File: config.mk
export PLATFORM = sky130hd
export DESIGN_NAME = alu_seq_exec
export DESIGN_NICKNAME = d
export VERILOG_FILES = /design/src/rtl/alu_seq_exec.sv
export SDC_FILE = /design/constraint.sdc
export NUM_CORES = 1
export LEC_CHECK = 0
export CORE_MARGIN = 2
export CORE_UTILIZATION = 54
export CTS_BUF_LIST = sky130_fd_sc_hd__clkbuf_8
export CTS_CLUSTER_DIAMETER = 60
export DETAILED_ROUTE_END_ITERATION = 16
export PLACE_DENSITY = 0.87
export SETUP_SLACK_MARGIN = 0.3
export SYNTH_ARGS = -nofsm -noshare
export SYNTH_HDL_FRONTEND = slang
export SYNTH_SLANG_ARGS = --single-unit
File: constraint.sdc
create_clock -name clk -period 2.3 [get_ports clk]
set_clock_uncertainty 0.15 [all_clocks]
set_input_delay 0.345 -clock clk [delete_from_list [all_inputs] [get_ports clk]]
set_output_delay 0.345 -clock clk [all_outputs]
set_load 0.05 [all_outputs]
File: src/rtl/alu_seq_exec.sv
// alu_seq_exec: single-issue ALU. Logic, arithmetic and compare ops finish in one cycle;
// shifts by a nonzero amount run serially, one bit per cycle, while busy is high.

`ifndef AND_CONTROL
`define AND_CONTROL  5'd0
`define OR_CONTROL   5'd1
`define XOR_CONTROL  5'd2
`define NOR_CONTROL  5'd3
`define ADD_CONTROL  5'd4
`define ADDU_CONTROL 5'd5
`define SUB_CONTROL  5'd6
`define SUBU_CONTROL 5'd7
`define SLL_CONTROL  5'd8
`define SRL_CONTROL  5'd9
`define SRA_CONTROL  5'd10
`define SLLV_CONTROL 5'd11
`define SRLV_CONTROL 5'd12
`define SRAV_CONTROL 5'd13
`define SLT_CONTROL  5'd14
`define SLTU_CONTROL 5'd15
`define LUI_CONTROL  5'd16
`define LOSE_CONTROL 5'd31
`endif

module alu_seq_exec #(
    parameter int unsigned WIDTH = 32
) (
    input  logic             clk,
    input  logic             rst,
    input  logic             start,
    input  logic [4:0]       alu_control,
    input  logic [WIDTH-1:0] a,
    input  logic [WIDTH-1:0] b,
    input  logic [4:0]       sa,
    output logic             busy,
    output logic             done,
    output logic [WIDTH-1:0] result,
    output logic             overflow,
    output logic             invalid_op
);

    typedef enum logic {StIdle, StShift} state_e;
    typedef enum logic [1:0] {DirLeft, DirRightLogic, DirRightArith} dir_e;

    state_e           state_q, state_d;
    dir_e             dir_q, dir_d;
    logic [WIDTH-1:0] val_q, val_d;
    logic [WIDTH-1:0] result_q, result_d;
    logic [4:0]       cnt_q, cnt_d;
    logic             done_q, done_d;
    logic             ovf_q, ovf_d;
    logic             inv_q, inv_d;

    logic             is_shift;
    dir_e             op_dir;
    logic [4:0]       op_amt;
    logic [WIDTH-1:0] comb_res;
    logic             comb_ovf;
    logic             comb_inv;
    logic [WIDTH-1:0] sum;
    logic [WIDTH-1:0] diff;
    logic [WIDTH-1:0] shifted;

    // Single-cycle result for the op presented on the inputs; shifts only decode here.
    always_comb begin
        sum      = a + b;
        diff     = a - b;
        comb_res = '0;
        comb_ovf = 1'b0;
        comb_inv = 1'b0;
        is_shift = 1'b0;
        op_dir   = DirLeft;
        op_amt   = sa;
        case (alu_control)
            `AND_CONTROL:  comb_res = a & b;
            `OR_CONTROL:   comb_res = a | b;
            `XOR_CONTROL:  comb_res = a ^ b;
            `NOR_CONTROL:  comb_res = ~(a | b);
            `ADD_CONTROL: begin
                comb_res = sum;
                comb_ovf = (a[WIDTH-1] == b[WIDTH-1]) && (sum[WIDTH-1] != a[WIDTH-1]);
            end
            `ADDU_CONTROL: comb_res = sum;
            `SUB_CONTROL: begin
                comb_res = diff;
                comb_ovf = (a[WIDTH-1] != b[WIDTH-1]) && (diff[WIDTH-1] != a[WIDTH-1]);
            end
            `SUBU_CONTROL: comb_res = diff;
            `SLT_CONTROL:  comb_res = {{(WIDTH-1){1'b0}}, $signed(a) < $signed(b)};
            `SLTU_CONTROL: comb_res = {{(WIDTH-1){1'b0}}, a < b};
            `LUI_CONTROL:  comb_res = {b[15:0], {(WIDTH-16){1'b0}}};
            `SLL_CONTROL: begin
                is_shift = 1'b1;
                op_dir   = DirLeft;
            end
            `SRL_CONTROL: begin
                is_shift = 1'b1;
                op_dir   = DirRightLogic;
            end
            `SRA_CONTROL: begin
                is_shift = 1'b1;
                op_dir   = DirRightArith;
            end
            `SLLV_CONTROL: begin
                is_shift = 1'b1;
                op_dir   = DirLeft;
                op_amt   = a[4:0];
            end
            `SRLV_CONTROL: begin
                is_shift = 1'b1;
                op_dir   = DirRightLogic;
                op_amt   = a[4:0];
            end
            `SRAV_CONTROL: begin
                is_shift = 1'b1;
                op_dir   = DirRightArith;
                op_amt   = a[4:0];
            end
            `LOSE_CONTROL: comb_inv = 1'b1;
            default:       comb_inv = 1'b1;
        endcase
        // A zero-length shift returns b unchanged without entering the shift state.
        if (is_shift) begin
            comb_res = b;
        end
    end

    always_comb begin
        case (dir_q)
            DirLeft:       shifted = {val_q[WIDTH-2:0], 1'b0};
            DirRightLogic: shifted = {1'b0, val_q[WIDTH-1:1]};
            default:       shifted = {val_q[WIDTH-1], val_q[WIDTH-1:1]};
        endcase
    end

    always_comb begin
        state_d  = state_q;
        dir_d    = dir_q;
        val_d    = val_q;
        cnt_d    = cnt_q;
        result_d = result_q;
        done_d   = 1'b0;
        ovf_d    = ovf_q;
        inv_d    = inv_q;
        unique case (state_q)
            StIdle: begin
                if (start) begin
                    if (is_shift && (op_amt != 5'd0)) begin
                        state_d = StShift;
                        val_d   = b;
                        cnt_d   = op_amt;
                        dir_d   = op_dir;
                    end else begin
                        result_d = comb_res;
                        ovf_d    = comb_ovf;
                        inv_d    = comb_inv;
                        done_d   = 1'b1;
                    end
                end
            end
            StShift: begin
                val_d = shifted;
                cnt_d = cnt_q - 5'd1;
                if (cnt_q == 5'd1) begin
                    result_d = shifted;
                    ovf_d    = 1'b0;
                    inv_d    = 1'b0;
                    done_d   = 1'b1;
                    state_d  = StIdle;
                end
            end
        endcase
    end

    always_ff @(posedge clk or posedge rst) begin
        if (rst) begin
            state_q  <= StIdle;
            dir_q    <= DirLeft;
            val_q    <= '0;
            cnt_q    <= '0;
            result_q <= '0;
            done_q   <= 1'b0;
            ovf_q    <= 1'b0;
            inv_q    <= 1'b0;
        end else begin
            state_q  <= state_d;
            dir_q    <= dir_d;
            val_q    <= val_d;
            cnt_q    <= cnt_d;
            result_q <= result_d;
            done_q   <= done_d;
            ovf_q    <= ovf_d;
            inv_q    <= inv_d;
        end
    end

    assign busy       = (state_q == StShift);
    assign done       = done_q;
    assign result     = result_q;
    assign overflow   = ovf_q;
    assign invalid_op = inv_q;

endmodule

==> results of run 1 <==
per-stage QoR:
stage / hold slack (ns) / TNS, ns / utilization / setup slack, ns
2_1_floorplan: 0.2979 / -8.214 / - / -0.4954
3_3_place_gp: 0.3130 / -59.15 / 0.8231 / -1.330
3_5_place_dp: 0.3319 / -67.69 / 0.8231 / -1.611
4_1_cts: 0.1709 / -11.07 / 0.9452 / -0.6122
metal layers:
metal	GRT overflow	GRT usage
met5	0	0.3885
met4	120	0.9296
met3	2	0.7703
met2	184	1.017
met1	3	0.8831
cell usage after synthesis (18+ instances only):
library cell	n	area [µm²]
nand2_1	131	491.7
ha_1	101	1264
inv_1	101	379.1
a21oi_1	94	470.5
nor2_1	76	285.3
dfrtp_1	75	1877
clkbuf_1	51	191.4
o21ai_0	51	255.2
xnor2_1	47	411.6
a221o_1	41	410.4
mux2i_1	40	400.4
a211oi_1	32	240.2
a21boi_0	27	202.7
nor2b_1	24	150.1
nor3_1	22	110.1
a221oi_1	21	183.9
a31oi_1	18	112.6
nand3_1	18	90.09
repair_timing:
item / in CTS
pin swaps: 163
setup endpoints to repair: 110
gates cloned: 1
resized for setup: 489
setup buffers: 95
kinds of logic after synthesis:
kind of cell             synth area share
flip-flops                         0.1930
AND/OR/NAND/NOR                    0.1731
AO/OA/AOI/OAI                      0.3354
buffers and inverters             0.07862
XOR/XNOR                          0.04234
multiplexers                      0.04349
adder cells (fa/ha/maj)            0.1341
==> out/metrics.yaml, run 1 <==
status:
  run_status: "stopped before the end"
  lastStage: "global routing (5_1_grt)"
  toolErrorMsg: "[ERROR GRT-0116] Global routing finished with congestion. Check the congestion regions in the DRC Viewer."
place:
  dp_hpwl_um: 37930
  numPortBuffers: 112
  dpl_cell_area_um2: 14680
  gp_congestion: 1.179
  placed_cells: 1934
clock_network:
  clock-root-buffer: "clkbuf_8"
  htree_levels: 3
  cts_sinks: 75
  cts_hold_buffers: 0
  clockBufferDepth: 2
  cts_buffers: 9
synth:
  ys_seq_area_frac: 0.1930
  syn_inst: 1238
  syn_avg_cell_area_um2: 7.854
  syn_nets: 1418
  syn_area_um2: 9723
  ys_warn_count: 0
  synth.distinct_cells: 93
  synth_edf_count: 0
  synthArstFlopShare: 1.000
  synth-seq-cells: 75
  synth_ff_type: "dfrtp_1"
floorplan:
  start_util: 0.5450
  rows: 49
  die_x_um: 138.2
  dieHeight_um: 138.2
  pin_count: 113
global_route:
  grt_pass1_vias: 19620
  grt_pass1_wl_um: 132600
  overflow: 309
  grt_max_degree: 45
  grt.total_usage: 0.8888
==> run 2, diff against run 1 <==
==> config.mk (replaced) <==
export PLATFORM = sky130hd
export DESIGN_NAME = alu_seq_exec
export DESIGN_NICKNAME = d
export VERILOG_FILES = /design/src/rtl/alu_seq_exec.sv
export SDC_FILE = /design/constraint.sdc
export NUM_CORES = 1
export LEC_CHECK = 0
export CORE_MARGIN = 2
export CORE_UTILIZATION = 40
export DETAILED_ROUTE_END_ITERATION = 16
export PLACE_DENSITY_LB_ADDON = 0.15
export SYNTH_ARGS = -nofsm -noshare
export SYNTH_HDL_FRONTEND = slang
export SYNTH_SLANG_ARGS = --single-unit
==> constraint.sdc (replaced) <==
create_clock -name clk -period 3 [get_ports clk]
set_clock_uncertainty 0.15 [all_clocks]
set_input_delay 0.45 -clock clk [delete_from_list [all_inputs] [get_ports clk]]
set_output_delay 0.45 -clock clk [all_outputs]
set_load 0.05 [all_outputs]
==> out/metrics.yaml, run 2 <==
status:
  run_status: "complete, but fails checks"
  violations: "setup timing"
cells_and_area:
  layout-drive-gt1-share: 0.3855
  postLayoutCoreUtil: 0.6350
  nNetsFinal: 1888
  fin_cells: 2037
  areaGrowthSynthToFinish_pct: 57.43
  final_cell_mix: "buf_4 (411), nand2_1 (129), a21oi_1 (84)"
  mostFrequentLayoutCell: "buf_4"
synth:
  synth-seq-cells: 75
  yosys-top-cells-area: "dfrtp_1 (19%), ha_1 (13%), nand2_1 (5.1%), a21oi_1 (4.8%), xnor2_1 (4.2%)"
  synth_ff_type: "dfrtp_1"
  syn_inst: 1238
  synthTopCellsByCount: "nand2_1 (131), ha_1 (101), inv_1 (101)"
  ys_seq_area_frac: 0.1930
  syn_nets: 1418
  yosysMostFrequentCell: "nand2_1"
  ys_warn_count: 0
  syn_area_um2: 9723
  syn_avg_cell_area_um2: 7.854
  synth_edf_count: 0
  synth_top_area_cell: "dfrtp_1"
  synth_top_area_share: 0.1930
  synth.distinct_cells: 93
  synthArstFlopShare: 1.000
sta:
  setup_ws_ns: -0.01837
  slew_viol_final: 0
  setup_viol: 1
  min_period_ns: 3.018
  setup_tns_ns: -0.01837
  hold_viol_final: 0
  post-route-period-util: 1.006
  relSlewSlack: 0.5762
  rsz0062_at_grt: "yes"
  maxClockFrequency_ghz: 0.3313
  worstMarginPinSlew_ns: 0.6357
worst_setup_path:
  worstSetupStartpointType: "input pin"
  endpoint_kind: "register"
  r2r_end: "result[15]"
  r2r-start: "dir_q[0]"
  critPathKind: "in2reg"
  max_stage_delay_ns: 0.50
  worst-endpoint-arrival_ns: 3.15
  r2r_setup_slack_ns: 0.42
  path_max_fanout: 4
  cp_top_family: "buffers and inverters"
  critPathSlowestCell: "clkdlybuf4s50_1"
  crit_top_cell: "buf_4"
  path_buf_inv: 6
  required_ns: 3.14
  cp_cell_sequence: "clkdlybuf4s50_1 -> inv_2 -> ha_4 -> inv_1 -> buf_4 -> a21o_1 -> a221o_2 -> a31oi_4 -> buf_4 -> buf_6 -> o41ai_4 -> or4_1 -> a31oi_1"
  reg2regPathDepth: 7
route:
  vias: 11910
  via_per_inst: 5.845
  dr.pass1.iters: 5
  drc: 0
  drtIter0Drc: 1018
  wirelength_um: 44150
  postRouteAntennaNets: 0
  wire_per_inst_um: 21.68
run:
  maxCapViolations: 0
global_route:
  grt_max_degree: 76
  grt.total_usage: 0.3394
  antenna_found_initial: 1
  grt_pass1_wl_um: 67820
  grt_pass1_vias: 11810
  overflow: 0
place:
  dp_hpwl_um: 34100
  numPortBuffers: 112
  gp_congestion: 1.036
  placed_cells: 1975
  pre_cts_slack_ns: -0.8846
clock_network:
  cts_buffers: 9
  cts_tree: "done"
  cts_hold_buffers: 0
  clockBufferDepth: 2
  clock-root-buffer: "clkbuf_16"
  clk-insertion-delay-late_ns: 0.37
  htree_levels: 3
  cts_sinks: 75
  cts.clk_slew.worst_paths_ns: 0.07
floorplan:
  dieHeight_um: 159.9
  rows: 57
  start_util: 0.4034
  die_x_um: 159.9
  pin_count: 113
  coreArea_um2: 24110
  fp.dieArea_um2: 25570
worst_hold_path:
  hp-class: "reg2reg"
  min-delay-start: "invalid_op"
  holdPathEnd: "invalid_op"
  min_path_cells: 2
power_and_ir_drop:
  ir_worst_vdd_mv: 0.4540
  power_density_nw_per_um2: 552.6
  p_leak_uw: 0.006868
==> run 2: cell counts after synthesis <==
Identical to the previous run, type by type.
==> run 2: timing repair <==
item                                    4_1_cts  5_1_grt
endpoints found under the setup margin       26       23
gates cloned                                  0        0
pin swaps                                    63       74
resized for setup                           179      133
setup buffers                                24       26
==> run 2: metal layers <==
metal / part of all wire / wire length, µm / vias to the layer above / GRT usage
met3: 0.073 / 3230 / 124 / 0.04753
met5: 0 / 0 / - / 0
met1: 0.44 / 19240 / 5714 / 0.4600
met2: 0.45 / 19790 / 561 / 0.5433
li1: - / - / 5508 / -
met4: 0.043 / 1890 / 0 / 0.1421
==> run 2: how the worst max path moves through the flow <==
stage / start / to / slack (ns) / depth (start not counted)
2_1_floorplan: a[10] / result[0] / 0.008 / 11
3_3_place_gp: a[0] / result[22] / -0.89 / 16
6_report: b[22] / overflow / -0.02 / 13
4_1_cts: b[16] / result[24] / 0.0001 / 14
3_5_place_dp: b[12] / result[29] / -0.88 / 13
5_1_grt: b[22] / overflow / -0.08 / 13
==> run 2: worst reg2reg max path: stages (launching register included) <==
cell      delay (ns)
dfrtp_1         0.44
or2_2           0.54
buf_4           0.26
nand2_1         0.08
a21boi_0        0.19
a221o_1         0.36
a221oi_2        0.31
a21oi_1         0.12
==> run 2: kinds of logic after synthesis <==
family	Yosys count	synth area share
AO/OA/AOI/OAI	439	0.3354
XOR/XNOR	47	0.04234
adder cells (fa/ha/maj)	103	0.1341
buffers and inverters	188	0.07862
flip-flops	75	0.1930
multiplexers	42	0.04349
AND/OR/NAND/NOR	344	0.1731
==> run 2: through the flow <==
stage,hold slack [ns],instance area [µm²],total power (µW)
global route,0.3686,15300,8899
global placement,0.3007,13890,6857
floorplan,0.2979,9731,4713
detailed placement,0.3139,13890,6904
finish,0.3384,15310,8459
CTS,0.3367,14890,8273
==> run 2: power by group <==
| group | internal [µW] | switching, µW | leakage, µW | total (µW) |
|---|---|---|---|---|
| combinational | 2300 | 3140 | 0.00579 | 5440 |
| clock | 665 | 521 | 0.000142 | 1190 |
| sequential | 1470 | 362 | 0.000940 | 1830 |
==> run 2: cell type report <==
| type | count | area [µm²] |
|---|---|---|
| clock inverters | 4 | 51.30 |
| diodes | 1 | 2.502 |
| repair buffers | 542 | 4384 |
| fillers | 2186 | 8798 |
| clock buffers | 11 | 242.7 |
| multi-input cells | 975 | 7931 |
| well taps | 324 | 405.4 |
| flip-flops and latches | 75 | 1877 |
| inverters | 105 | 412.9 |
Power figures use the tool's default switching activity.
